[config.mk]
export PLATFORM = sky130hd
export DESIGN_NAME = spi_slave
export DESIGN_NICKNAME = d
export VERILOG_FILES = /design/src/rtl/spi_slave.sv
export SDC_FILE = /design/constraint.sdc
export NUM_CORES = 1
export LEC_CHECK = 0
export CAP_MARGIN = 20
export CORE_MARGIN = 4
export CORE_UTILIZATION = 52
export CTS_CLUSTER_DIAMETER = 80
export CTS_CLUSTER_SIZE = 30
export DETAILED_ROUTE_END_ITERATION = 16
export PLACE_DENSITY = 0.88
export SLEW_MARGIN = 10
export SYNTH_ARGS = -nofsm -noshare
export SYNTH_HDL_FRONTEND = slang
export SYNTH_SLANG_ARGS = --single-unit
[constraint.sdc]
create_clock -name clk -period 2.64 [get_ports clk]
set_clock_uncertainty 0.1 [all_clocks]
set_input_delay 0.528 -clock clk [delete_from_list [all_inputs] [get_ports clk]]
set_output_delay 0.528 -clock clk [all_outputs]
set_load 0.01 [all_outputs]
[src/rtl/spi_slave.sv]
// spi_slave: SPI mode 0-3 byte slave with synchronized bus inputs and a one-byte transmit holding register.
// Bus inputs are oversampled by clk; all bus activity is recognised SYNC_STAGES+1 clocks after the pins.
module spi_slave #(
  parameter int SYNC_STAGES = 2
) (
  input  logic       clk,
  input  logic       rst,
  input  logic       cpol,
  input  logic       cpha,
  input  logic       sclk,
  input  logic       ss_n,
  input  logic       mosi,
  output logic       miso,
  output logic       miso_oe,
  input  logic [7:0] din,
  input  logic       din_valid,
  output logic       din_ready,
  output logic [7:0] dout,
  output logic       dout_valid,
  output logic       underrun,
  output logic       busy
);
  localparam logic [0:0] IDLE   = 1'b0;
  localparam logic [0:0] ACTIVE = 1'b1;

  logic [SYNC_STAGES-1:0] sclk_q, ss_q, mosi_q, vld_q;
  logic                   sclk_d, armed;
  logic [0:0]             state;
  logic [2:0]             cnt;
  logic [7:0]             tx, rx, hold;
  logic                   hold_v, skip;
  logic                   sck, ssn, sdi, tgl, lead, trail;
  logic                   act, smp, shf, start_idle, wrap, start, load;

  assign sck        = sclk_q[SYNC_STAGES-1];
  assign ssn        = ss_q[SYNC_STAGES-1];
  assign sdi        = mosi_q[SYNC_STAGES-1];
  assign tgl        = sck ^ sclk_d;
  assign lead       = tgl & (sclk_d == cpol);
  assign trail      = tgl & (sck == cpol);
  assign act        = (state == ACTIVE) & ~ssn;
  assign smp        = act & (cpha ? trail : lead);
  assign shf        = act & (cpha ? lead : trail);
  assign start_idle = (state == IDLE) & armed & ~ssn;
  assign wrap       = smp & (cnt == 3'd7);
  assign start      = start_idle | wrap;
  assign load       = din_valid & din_ready;
  assign busy       = state == ACTIVE;
  assign miso_oe    = busy;
  assign miso       = busy & tx[7];
  assign din_ready  = ~hold_v;

  // vld_q tracks when the synchronizer holds real pin values again after reset,
  // so a select that was already low across reset is not mistaken for a new one
  always_ff @(posedge clk or posedge rst) begin
    if (rst) begin
      sclk_q <= '0;
      ss_q   <= '1;
      mosi_q <= '0;
      vld_q  <= '0;
      sclk_d <= 1'b0;
      armed  <= 1'b0;
    end else begin
      sclk_q <= {sclk_q[SYNC_STAGES-2:0], sclk};
      ss_q   <= {ss_q[SYNC_STAGES-2:0], ss_n};
      mosi_q <= {mosi_q[SYNC_STAGES-2:0], mosi};
      vld_q  <= {vld_q[SYNC_STAGES-2:0], 1'b1};
      sclk_d <= sck;
      armed  <= armed | (vld_q[SYNC_STAGES-1] & ssn);
    end
  end

  always_ff @(posedge clk or posedge rst) begin
    if (rst) begin
      state      <= IDLE;
      cnt        <= 3'd0;
      rx         <= 8'h00;
      dout       <= 8'h00;
      dout_valid <= 1'b0;
    end else begin
      state      <= (~ssn & ((state == ACTIVE) | armed)) ? ACTIVE : IDLE;
      cnt        <= act ? cnt + {2'b00, smp} : 3'd0;
      rx         <= act ? (smp ? {rx[6:0], sdi} : rx) : 8'h00;
      dout       <= wrap ? {rx[6:0], sdi} : dout;
      dout_valid <= wrap;
    end
  end

  // after any byte start the next edge of the byte is a shift edge except
  // for a mode with cpha=0 starting from idle; that edge must not shift bit 7 away
  always_ff @(posedge clk or posedge rst) begin
    if (rst) begin
      tx       <= 8'h00;
      skip     <= 1'b0;
      hold     <= 8'h00;
      hold_v   <= 1'b0;
      underrun <= 1'b0;
    end else begin
      if (start) begin
        tx   <= hold_v ? hold : 8'h00;
        skip <= wrap | cpha;
      end else if (shf) begin
        tx   <= skip ? tx : {tx[6:0], 1'b0};
        skip <= 1'b0;
      end
      hold     <= load ? din : hold;
      hold_v   <= load | (hold_v & ~start);
      underrun <= start & ~hold_v;
    end
  end
endmodule

==> summary.txt <==
Status
  – Status: complete, no violations

Route
  – Avg WL per Cell: between 15 and 20 um
  – Antenna Nets Post-Route: 0
  – Vias: approximately 1,100
  – DR DRC count: 0
  – Final wirelength: around 3.3 mm
  – Initial DRC Count: 21
  – Vias per cell: between 5 and 6
  – Pre-antenna DRT Iters: 4

Cells and area
  – Finished Layout Cells: between 200 and 250
  – Antenna diodes: 0
  – Final core occ: ~70%
  – Final Net Count: ~190
  – Syn-to-layout area delta: 26.3%
  – Commonest cells after routing, fill and taps aside: dfrtp_1 (47), clkdlybuf4s50_1 (29), mux2i_1 (16), mux2_2 (16), nand2_1 (9)
  – Commonest non-fill, non-tap cell in the layout: dfrtp_1
  – Layout cell share with drive strength beyond 1: a little over a fifth

Synthesis
  – Mean Syn Cell Area: about 14 um2
  – Largest cells by area after synthesis: dfrtp_1 (61%), mux2_2 (9.4%), mux2i_1 (8.3%)
  – Yosys reg bits: 49
  – Synth unique cells: 25
  – Syn nets: ~160
  – Post-Syn Area: between 0.0015 and 0.002 mm2
  – Post-synth top area share: about three fifths
  – Syn. warnings: 0
  – Synth area leader: dfrtp_1
  – Sequential area share after synthesis: 63.8%
  – Post-Syn Instances: 137

Placement
  – Port Buffer Count: 29
  – Hpwl dp: roughly 2.4 mm
  – Cells after DPL: between 200 and 250
  – Placer Congestion: a little over 0.7
  – Setup WS pre-CTS: a little over 0.04 ns

Clocking
  – Setup bufs post-CTS: 0
  – Clock buffer depth: 2
  – Clock latency on the worst-skew pair: slightly above 0.3 ns
  – H-tree lvl count: 2
  – CTS Buf Count: 5
  – CTS Hold Bufs: 0
  – Post-cts repair resize count: 0
  – Clk slew on worst S/H paths: about 0.09 ns
  – TritonCTS clock tree: done
  – CTS Root Buffer Type: clkbuf_8
  – Total clock sinks: a little under 50

STA
  – RSZ-0062 raised after global routing: no
  – Fin. Hold Viols: 0
  – Sum of negative setup slack: 0 ns
  – FMAX: 0.442 GHz
  – Final Max Slew Viols: 0
  – Final Critical Period: roughly 2.3 ns
  – Setup ws final: 0.378 ns
  – Final period utilization: 85.7%
  – Count of final setup violators: 0

Die
  – Total die area: ~0.0047 mm2
  – # IOs: 30
  – Width of the chip: just under 70 um
  – Row cnt: 21
  – Starting density of the core: between 50% and 60%
  – Core Region: about 0.0035 mm2
  – Die Y: around 69 um

Setup path
  – Worst Path Required: 2.73 ns
  – Crit path buf inv count: 2
  – CP top delay family: buffers and inverters
  – CP cell instances: clkdlybuf4s50_1 -> xor2_2 -> mux2i_1 -> buf_4 -> nor3_4 -> mux2_2
  – Crit Path Class: input port to register
  – Crit path capture type: register
  – Crit path DAT: ~2.4 ns
  – Startpoint types: input port
  – Slowest-stage cell, CP: clkdlybuf4s50_1
  – Max incr delay on CP: roughly 0.54 ns
  – CP max FO: 9

Global route
  – Initial antenna violation count: 0
  – Largest net degree at the start of global routing: 23
  – Vias in the first global route: between 1,000 and 1,500
  – First-pass GRT wire length: roughly 5.8 mm
  – Gr ovfl total: 0
  – GRT Overall Usage: 17.5%

Power
  – Sw frac: a little under a quarter
  – P_leak: 1.15 nW
  – Net Sw Power: 0.443 mW
  – Power Total: about 1.8 mW
  – Part of the power in registers: between 50% and 60%
  – Clock Power Share: approximately a third
  – Pint: about 1.4 mW
  – Peak supply drop: approximately 0.51 mV
  – Gate power share: about 15%
  – Pwr Density: 760 mW/mm2

Job
  – Max Cap Viol: 0

Worst hold path
  – Hold Path Class: register to register
-- power groups by stage --
stage	clock, mW	sequential (mW)	combinational [mW]
CTS	0.625	0.951	0.284
finish	0.621	0.951	0.277
floorplan	0	0.936	0.200
global route	0.658	0.968	0.310
detailed placement	0	0.966	0.282
global placement	0	0.959	0.263
-- state kept, by name, indices dropped and copies added, names as in the netlist --
signal and count:
dout 8, hold 8, tx 8, rx 7, cnt 3, mosi_q 2
sclk_q 2, ss_q 2, vld_q 2, armed 1, busy 1, dout_valid 1
hold_v 1, sclk_d 1, skip 1, underrun 1
-- cells by family (layout without fill, tap and decap cells) --
family	Yosys count	in the layout	synth area share, %
compound gates	13	13	5.39
xor+xnor	2	2	1.30
fa+ha+maj	2	2	1.30
buf+inv	9	47	2.01
flops	49	49	63.8
mux	32	32	17.7
other cells	1	1	0.195
simple gates	29	29	8.38
-- stage by stage --
step                instance area (um2)  hold slack [ns]
floorplan                          1930            0.231
global placement                   2300            0.233
detailed placement                 2300            0.241
CTS                                2430            0.259
global route                       2430            0.268
finish                             2430            0.258
-- layer usage --
metal  GRT usage (%)  part of all wire, %  vias to the layer above
li1                -                    -                      539
met1            21.5                   43                      557
met2            27.6                   50                       22
met3            6.81                  4.6                        6
met4            7.30                  1.8                        0
met5               0                    0                        -
-- path summary, 6_finish.rpt --
kind	start	to	slack, ns	cells after the start
min in group asynchronous	rst	vld_q[1]	0.44	2
setup / recovery	cpha	dout[1]	0.38	6
hold reg to reg	vld_q[0]	vld_q[1]	0.26	0
max in group asynchronous	rst	dout[3]	1.40	3
setup reg to reg	ss_q[1]	cnt[2]	0.75	6
hold / removal	vld_q[0]	vld_q[1]	0.26	0
-- cell usage after synthesis --
cell and number:
nor2_1 7, dfstp_2 2, mux2i_1 16, ha_1 2, and2_1 5, buf_2 1
a21o_1 2, nand2b_1 1, o31a_1 1, nand3b_1 1, clkbuf_1 4, buf_4 1
a211o_1 1, xor2_2 1, conb_1 1, nor3_4 2, o21ai_0 2, nand3_1 1
xnor2_1 1, inv_1 3, mux2_2 16, dfrtp_1 47, a22o_1 7, nand2_1 9
nor2b_1 3
-- area by class of cell --
cell class | count | area, um2
clock buffer | 5 | 68.8
clock inverter | 3 | 65.1
fill | 244 | 1030
inverter | 3 | 11.3
multi-input combinational | 79 | 659
sequential | 49 | 1230
tap | 46 | 57.6
timing repair buffer | 36 | 343
(Power assumes the default switching activity.)
